<file path="src/rtl/sram_slot_arbiter.sv">
// Time-slot arbiter sharing one frame-buffer SRAM between the display prefetch FIFO (read slot)
// and the frame writer (write slot), with all SRAM strobes and status outputs registered.
module sram_slot_arbiter #(
   parameter int unsigned SLOT_LEN   = 8,
   parameter int unsigned RD_PHASE   = 0,
   parameter int unsigned WR_PHASE   = 4,
   parameter int unsigned COLS       = 100,
   parameter int unsigned ROWS       = 600,
   parameter int unsigned FIFO_DEPTH = 4
) (
   input  logic        clk,
   input  logic        rst,
   input  logic        line_start,
   input  logic [9:0]  disp_line,
   input  logic        pix_rd,
   output logic [5:0]  rd_data,
   output logic        fifo_empty,
   output logic        underrun,
   input  logic        wr_hold,
   output logic        write,
   output logic [17:0] sram_addr,
   output logic        sram_ce_n,
   output logic        sram_oe_n,
   output logic        sram_we_n,
   output logic        sram_lb_n,
   input  logic [15:0] sram_dq_in
);

   localparam int unsigned SW = $clog2(SLOT_LEN);
   localparam int unsigned AW = (FIFO_DEPTH > 1) ? $clog2(FIFO_DEPTH) : 1;
   localparam int unsigned CW = $clog2(FIFO_DEPTH + 1);

   localparam logic [SW-1:0] P_LAST = SW'(SLOT_LEN - 1);
   localparam logic [SW-1:0] P_RD   = SW'(RD_PHASE);
   localparam logic [SW-1:0] P_CAP  = SW'((RD_PHASE + 1) % SLOT_LEN);
   localparam logic [SW-1:0] P_WR   = SW'(WR_PHASE);
   localparam logic [6:0]    C_LAST = 7'(COLS - 1);
   localparam logic [9:0]    R_LAST = 10'(ROWS - 1);
   localparam logic [CW-1:0] C_FULL = CW'(FIFO_DEPTH);

   typedef enum logic [1:0] {FETCH_IDLE, FETCH_ARMED, FETCH_BUSY} fetch_t;

   fetch_t        r_fetch;
   logic [SW-1:0] r_slot;
   logic [9:0]    r_rd_row;
   logic [6:0]    r_rd_col;
   logic [9:0]    r_wr_row;
   logic [6:0]    r_wr_col;
   logic [5:0]    r_mem [FIFO_DEPTH];
   logic [AW-1:0] r_wp;
   logic [AW-1:0] r_rp;
   logic [CW-1:0] r_count;

   logic [SW-1:0] w_slot_nxt;
   logic          w_push;
   logic          w_pop;
   logic          w_launch;
   logic          w_hold_rd;
   logic          w_wr;
   logic [CW-1:0] w_cnt_nxt;
   logic [CW-1:0] w_cnt_left;
   logic [AW-1:0] w_rp_nxt;
   logic [5:0]    w_head_nxt;
   logic          w_unused_dq;

   assign w_unused_dq = ^sram_dq_in[15:6];

   // Strobes are registered, so slot decisions look at the phase the next clock will be in.
   always_comb begin
      w_slot_nxt = (r_slot == P_LAST) ? '0 : r_slot + 1'b1;
      w_pop      = pix_rd && (r_count != '0);
      w_push     = (r_fetch == FETCH_BUSY) && (r_slot == P_CAP) && !line_start;
      w_launch   = !line_start && (w_slot_nxt == P_RD) && (r_fetch == FETCH_ARMED)
                   && (r_count != C_FULL);
      w_hold_rd  = !line_start && (w_slot_nxt == P_CAP) && (r_fetch == FETCH_BUSY);
      w_wr       = (w_slot_nxt == P_WR) && !wr_hold;
      w_cnt_left = r_count - CW'(w_pop);
      w_cnt_nxt  = line_start ? '0 : w_cnt_left + CW'(w_push);
      w_rp_nxt   = line_start ? '0 : r_rp + AW'(w_pop);
      // A word pushed into an otherwise empty FIFO becomes the new head directly.
      if (w_cnt_nxt == '0)
         w_head_nxt = '0;
      else if (w_cnt_left == '0)
         w_head_nxt = sram_dq_in[5:0];
      else
         w_head_nxt = r_mem[w_rp_nxt];
   end

   always_ff @(posedge clk) begin
      if (w_push)
         r_mem[r_wp] <= sram_dq_in[5:0];
   end

   always_ff @(posedge clk or negedge rst) begin
      if (!rst) begin
         r_slot     <= '0;
         r_fetch    <= FETCH_IDLE;
         r_rd_row   <= '0;
         r_rd_col   <= '0;
         r_wr_row   <= '0;
         r_wr_col   <= '0;
         r_wp       <= '0;
         r_rp       <= '0;
         r_count    <= '0;
         rd_data    <= '0;
         fifo_empty <= 1'b1;
         underrun   <= 1'b0;
         write      <= 1'b0;
         sram_addr  <= '0;
         sram_ce_n  <= 1'b1;
         sram_oe_n  <= 1'b1;
         sram_we_n  <= 1'b1;
         sram_lb_n  <= 1'b1;
      end else begin
         r_slot    <= w_slot_nxt;
         write     <= 1'b0;
         sram_ce_n <= 1'b1;
         sram_oe_n <= 1'b1;
         sram_we_n <= 1'b1;
         sram_lb_n <= 1'b1;

         if (w_launch) begin
            sram_ce_n <= 1'b0;
            sram_oe_n <= 1'b0;
            sram_lb_n <= 1'b0;
            sram_addr <= {1'b0, r_rd_row, r_rd_col};
         end else if (w_hold_rd) begin
            sram_ce_n <= 1'b0;
            sram_oe_n <= 1'b0;
            sram_lb_n <= 1'b0;
         end

         if (w_wr) begin
            write     <= 1'b1;
            sram_ce_n <= 1'b0;
            sram_we_n <= 1'b0;
            sram_lb_n <= 1'b0;
            sram_oe_n <= 1'b1;
            sram_addr <= {1'b0, r_wr_row, r_wr_col};
            if (r_wr_col == C_LAST) begin
               r_wr_col <= '0;
               r_wr_row <= (r_wr_row == R_LAST) ? '0 : r_wr_row + 10'd1;
            end else begin
               r_wr_col <= r_wr_col + 7'd1;
            end
         end

         r_count    <= w_cnt_nxt;
         r_rp       <= w_rp_nxt;
         fifo_empty <= (w_cnt_nxt == '0);
         rd_data    <= w_head_nxt;
         if (pix_rd && (r_count == '0))
            underrun <= 1'b1;

         if (line_start) begin
            r_fetch  <= FETCH_ARMED;
            r_rd_row <= disp_line;
            r_rd_col <= '0;
            r_wp     <= '0;
         end else begin
            if (w_push)
               r_wp <= r_wp + 1'b1;
            if (w_launch)
               r_fetch <= FETCH_BUSY;
            else if (r_fetch == FETCH_BUSY && r_slot == P_CAP) begin
               r_rd_col <= r_rd_col + 7'd1;
               r_fetch  <= (r_rd_col == C_LAST) ? FETCH_IDLE : FETCH_ARMED;
            end
         end
      end
   end

endmodule
</file>
<file path="config.mk">
export PLATFORM = sky130hd
export DESIGN_NAME = sram_slot_arbiter
export DESIGN_NICKNAME = d
export VERILOG_FILES = /design/src/rtl/sram_slot_arbiter.sv
export SDC_FILE = /design/constraint.sdc
export NUM_CORES = 1
export LEC_CHECK = 0
export ABC_AREA = 1
export CAP_MARGIN = 20
export CORE_UTILIZATION = 34
export CTS_CLUSTER_DIAMETER = 50
export DETAILED_ROUTE_END_ITERATION = 12
export PLACE_DENSITY = 0.58
export SYNTH_ARGS = -nofsm -noshare
export SYNTH_HDL_FRONTEND = slang
export SYNTH_SLANG_ARGS = --single-unit
</file>
<file path="constraint.sdc">
create_clock -name clk -period 2.5 [get_ports clk]
set_input_delay 0.25 -clock clk [delete_from_list [all_inputs] [get_ports clk]]
set_output_delay 0.25 -clock clk [all_outputs]
set_load 0.03 [all_outputs]
</file>
==> results of run 1 <==
## final cells by class
| cell class | instances | area share [%] |
|---|---|---|
| Clock buffer | 12 | 4.410 |
| Tap cell | 176 | 3.940 |
| Sequential cell | 99 | 46.56 |
| Clock inverter | 4 | 0.2910 |
| Timing Repair Buffer | 63 | 10.70 |
| Multi-Input combinational cell | 319 | 30.00 |
| Inverter | 61 | 4.097 |
## flip-flops by register name, summed over array words and instances, names as in the netlist, 2 cells and up
signal	cells
r_wr_col	7
r_rd_col	7
r_rd_row	10
sram_addr	17
r_wr_row	10
r_mem	24
r_slot	3
r_count	3
r_wp	2
r_rp	2
r_fetch	2
rd_data	6
## power by group
| part | internal [mW] | leakage [nW] | switching, mW | total [mW] |
|---|---|---|---|---|
| clock network | 0.691 | 0.129 | 0.559 | 1.25 |
| registers | 1.80 | 1.14 | 0.0908 | 1.89 |
| logic | 0.338 | 1.26 | 0.630 | 0.967 |
## cell families (layout without fill, tap and decap cells)
kind of cell | count (synthesis) | in the layout
other cells | 1 | 1
buf+inv | 81 | 140
fa+ha+maj | 14 | 14
compound gates | 67 | 67
xor+xnor | 8 | 8
simple gates | 229 | 229
flops | 99 | 99
## worst max-delay path, cell delays in order, from the launching register on
cell,delay (ns)
dfrtp_1,0.40
nor2_2,0.18
nand2_2,0.09
nand2_1,0.10
inv_1,0.05
ha_1,0.26
inv_1,0.05
ha_1,0.19
ha_1,0.27
inv_1,0.03
nor2_1,0.11
nor2_1,0.06
nand2_2,0.15
inv_1,0.07
nor2_1,0.10
nand2_1,0.06
inv_1,0.05
## Yosys cell counts, types with 2 or more instances
master / number / share of area (%)
nor2_1: 47 / 3.8
xor2_1: 7 / 1.3
a21oi_1: 12 / 1.3
clkbuf_1: 2 / 0.16
inv_2: 5 / 0.40
edfxtp_1: 24 / 16
nor2_4: 2 / 0.49
ha_1: 14 / 3.8
clkbuf_2: 2 / 0.22
buf_4: 7 / 1.1
nor3b_1: 2 / 0.32
inv_1: 56 / 4.5
dfrtp_1: 71 / 38
dfstp_2: 4 / 2.3
o21ai_0: 32 / 3.5
nor3_2: 4 / 0.86
nand4_1: 17 / 2.3
nor3_1: 10 / 1.1
nand3_2: 2 / 0.43
o21ai_1: 18 / 1.9
nand2_2: 6 / 0.81
nor2_2: 6 / 0.81
buf_2: 6 / 0.65
nand3_1: 26 / 2.8
nand2_1: 102 / 8.3
## layer usage
metal,vias up,global-route usage (%),part of all wire [%]
li1,1736,-,-
met1,1704,18.81,45
met2,72,27.27,50
met3,8,4.633,4.3
met4,0,4.351,0.90
met5,-,0,0
## worst paths after layout
path,from,to,slack (ns),cells after the start
setup / recovery,r_count[0],rd_data[4],0.23,16
hold / removal,rst,write,0.46,2
setup reg to reg,r_count[0],rd_data[4],0.23,16
hold reg to reg,r_rd_row[3],r_rd_row[3],0.47,2
max in group asynchronous,rst,sram_we_n,1.32,3
min in group clk,disp_line[6],r_rd_row[6],0.47,3
## what timing repair did
item                                   CTS  global route
setup buffers                            0             0
endpoints found under the hold margin   38             0
hold buffers                             1             0
setup endpoints to repair                0             6
resized for setup                        0             1
==> flow_summary.toml, run 1 <==
[synthesis]
synth_edf_count = 24
synth_mux_area_share_pct = 0
synth_xor_area_share_pct = 1.511
synth_simple_gate_area_share_pct = 23.21
synth_seq_cells = 99
yosysSeqAreaShare_pct = 56.14
syn_inst = 499
synth_warnings = 0
syn_avg_cell_area_sq_um = 9.290
syn_nets = 544
synthArstFlopShare_pct = 75.76
yosysUniqueCellTypes = 40
syn_area_sq_um = 4636
synthAdderAreaFrac_pct = 3.779
synth_compound_area_share_pct = 7.530
synth-main-ff-cell = "dfrtp_1"
synth_top_family_by_area = "simple AND/OR/NAND/NOR gates"

[power]
vdd_drop_max_v = 0.0003707
p_leak_nw = 2.535
total_power_mw = 4.107
power_density_nw_per_um2 = 734.8

[global_routing]
grt_pass1_vias = 3520
gr-total-overflow = 0
antenna_found_initial = 0
grt_max_degree = 44
grt_first_pass_wirelength_mm = 17.17
grt_usage_pct = 15.71

[detailed_routing]
routed_wl_mm = 10.16
vias = 3520
vias_per_cell = 4.796
drt_iter0_drc = 165
drtAntennaViolNets = 0
wire_per_inst_microns = 13.84
first_pass_iters = 4
drc = 0

[place]
post-place-ws_ns = 0.1015
place_area_sq_um = 5314
globalplace.congestion = 0.8288
portBuffers = 50
place_inst = 717
detailed_place_hpwl_mm = 7.282

[worst_setup_path]
crit_path_end_kind = "register"
arrival_ns = 2.55
critical_path_required_ns = 2.78
path_class = "reg -> reg"
worst_setup_path_start_kind = "register"
crit_fanout = 6

[final_layout]
antennaDiodeCount = 0
layout_commonest_cell = "nand2_1"
syn_to_final_growth_pct = 20.57
drive_gt1_share_pct = 10.39
layout.nets = 598
multiInputGateArea_sq_um = 1677
seqCellArea_sq_um = 2603
fill_cells = 1339
fin_util_pct = 42.04
final_cell_area_sq_um = 5589
instances_no_fill = 734
layout_common_cells = "nand2_1, dfrtp_1, inv_1"

[timing]
layout_setup_ws_ns = 0.2288
setup_violations = 0
period_needed_ns = 2.271
relSlewSlack_pct = 61.36
final_hold_viol_count = 0
max_freq_mhz = 440.3
finClkSkew_ns = 0.005315
rsz0062_at_grt = "no"
finalSetupTns_ns = 0
period_share_pct = 90.85
whs_ns = 0.4630
slew_violations = 0
worst_slew_pin_slew_ns = 0.5796

[clocking]
cts-root-buf = "clkbuf_16"
cts_buffers = 9
cts_tree = "built"
clk_path_buf_depth = 2
cts-htree-levels = 3
clk_pin_slew_worst_paths_ns = 0.07
clock_latency_ns = 0.34
numClockSinks = 99

[floorplan]
num_rows = 42
core_sq_um = 13300
die_area_sq_um = 14110
die_h_microns = 118.8
pin_count = 62
die_w_microns = 118.8
start_util_pct = 34.87

[outcome]
status = "completed"

[min_path]
hp-class = "in -> async"

[flow_run]
cap_violations = 0
No activity file was read; power rests on OpenSTA's default activity.
==> run 2: changes to the inputs <==
Settings changed: CORE_UTILIZATION 34 to 55, PLACE_DENSITY 0.58 to 0.84.
==> flow_summary.toml, run 2 (synthesis results as in run 1) <==
[floorplan]
start_util_pct = 56.70
die_h_microns = 93.81
core_sq_um = 8175
die_area_sq_um = 8799
num_rows = 33
die_w_microns = 93.81
pin_count = 62

[global_routing]
gr-total-overflow = 0
grt_usage_pct = 23.85
grt_max_degree = 76
grt_pass1_vias = 3505
grt_first_pass_wirelength_mm = 16.26
antenna_found_initial = 0

[detailed_routing]
vias = 3585
wire_per_inst_microns = 14.42
drc = 0
first_pass_iters = 5
routed_wl_mm = 9.486
drtAntennaViolNets = 0
drt_iter0_drc = 268
vias_per_cell = 5.448

[final_layout]
syn_to_final_growth_pct = 17.22
layout_commonest_cell = "nand2_1"
final_cell_area_sq_um = 5434
largest_register_ffs = 24
antennaDiodeCount = 0
layout_common_cells = "nand2_1, dfrtp_1, inv_1"
largest-register = "r_mem"
layout.nets = 593
top_regs = "r_mem x24, sram_addr x17"
drive_gt1_share_pct = 10.67

[power]
p_leak_nw = 2.497
clkPwrFrac_pct = 29.3
internal-power_mw = 2.719
p_seq_share_pct = 46.8
power.switching_mw = 1.308
combinationalPowerShare_pct = 23.9
power_density_nw_per_um2 = 741.1
power.switching_fraction_pct = 32.47
vdd_drop_max_v = 0.0005099

[clocking]
clk_path_buf_depth = 2
cts_setup_buffers = 0
cts_tree = "built"
numClockSinks = 99
cts_buffers = 9
cts_hold_buf = 0
cts_resized = 0
cts-htree-levels = 3
clk_pin_slew_worst_paths_ns = 0.10
cts-root-buf = "clkbuf_8"
clock_latency_ns = 0.36

[worst_setup_path]
worst_setup_path_start_kind = "register"
path_class = "reg -> reg"
crit_path_end_kind = "register"
critical_path_required_ns = 2.78
arrival_ns = 2.57
crit_fanout = 6
rrSetupSlack_ns = 0.22

[min_path]
hp-class = "in -> async"

[timing]
relSlewSlack_pct = 38.83
final_hold_viol_count = 0
finClkSkew_ns = 0.01019
setup_violations = 0
max_freq_mhz = 438.4
period_share_pct = 91.23
layout_setup_ws_ns = 0.2192
period_needed_ns = 2.281
worst_slew_pin_slew_ns = 0.9175
slew_violations = 0

[outcome]
status = "completed"

[place]
globalplace.congestion = 0.7931
portBuffers = 50
detailed_place_hpwl_mm = 6.410
place_area_sq_um = 5195
post-place-ws_ns = 0.1794

[flow_run]
cap_violations = 0
## run 2: changes by cell type in the layout (fill, tap and decap cells not counted), sizes merged
cell,previous run,this run
bufinv,0,2
clkinv,4,1
buf,13,9
clkbuf,12,9
inv,61,64
clkinvlp,0,1
dlygate4sd3,1,0
## run 2: layer usage
layer	part of all wire, %	vias up	GRT usage (%)	wire length [microns]
met3	5.9	22	3.964	564
met2	49	134	38.87	4661
li1	-	1728	-	-
met1	43	1701	32.50	4110
met5	0	-	0	0
met4	1.6	0	7.949	149
## run 2: per-stage QoR
step                      TNS (ns)  total power [mW]  hold WS, ns  utilization [%]  instances
after floorplan                  0             2.533     -0.04559                -        499
after global placement           0             2.821       0.4414            63.54        642
after detailed placement         0             2.864       0.4490            63.54        642
after CTS                        0             4.020      0.05126            66.38        658
after global routing       -0.1590             4.238      0.06729            66.47        658
final                            0             4.027      0.02473            66.47        658
## run 2: worst paths after layout
kind	start	endpoint	cells past startpoint
worst max-delay path	r_count[0]	rd_data[2]	14
worst min-delay path	rst	sram_addr[1]	1
worst max register to register	r_count[0]	rd_data[2]	14
worst min register to register	r_rd_row[3]	r_rd_row[3]	2
max in group asynchronous	rst	r_wr_row[2]	1
min in group clk	disp_line[8]	r_rd_row[8]	3
## run 2: layout make-up
type / count / area [sq um]
clock inverters: 7 / 107.6
multi-input cells: 319 / 1682
clock buffers: 9 / 123.9
fillers: 637 / 2741
well taps: 105 / 131.4
repair buffers: 58 / 558.0
inverters: 61 / 229.0
flip-flops and latches: 99 / 2603
## run 2: power groups by stage
| stage | sequential [mW] | combinational (mW) | clock [mW] |
|---|---|---|---|
| detailed placement | 1.92 | 0.948 | 0 |
| floorplan | 2.05 | 0.481 | 0 |
| global route | 1.90 | 1.08 | 1.26 |
| global placement | 1.91 | 0.911 | 0 |
| CTS | 1.88 | 0.956 | 1.18 |
| finish | 1.89 | 0.962 | 1.18 |
## run 2: worst max-delay path, cell delays in order (launching register included)
cell and delay (ns):
dfrtp_1 0.42, nor2_4 0.14, nand2_2 0.08, nand2_1 0.10, inv_1 0.05, ha_1 0.27, inv_1 0.06, ha_1 0.20
ha_1 0.26, inv_1 0.03, nor2_1 0.13, nor2_1 0.08, nand2_2 0.13, o21ai_0 0.11, a21oi_1 0.14
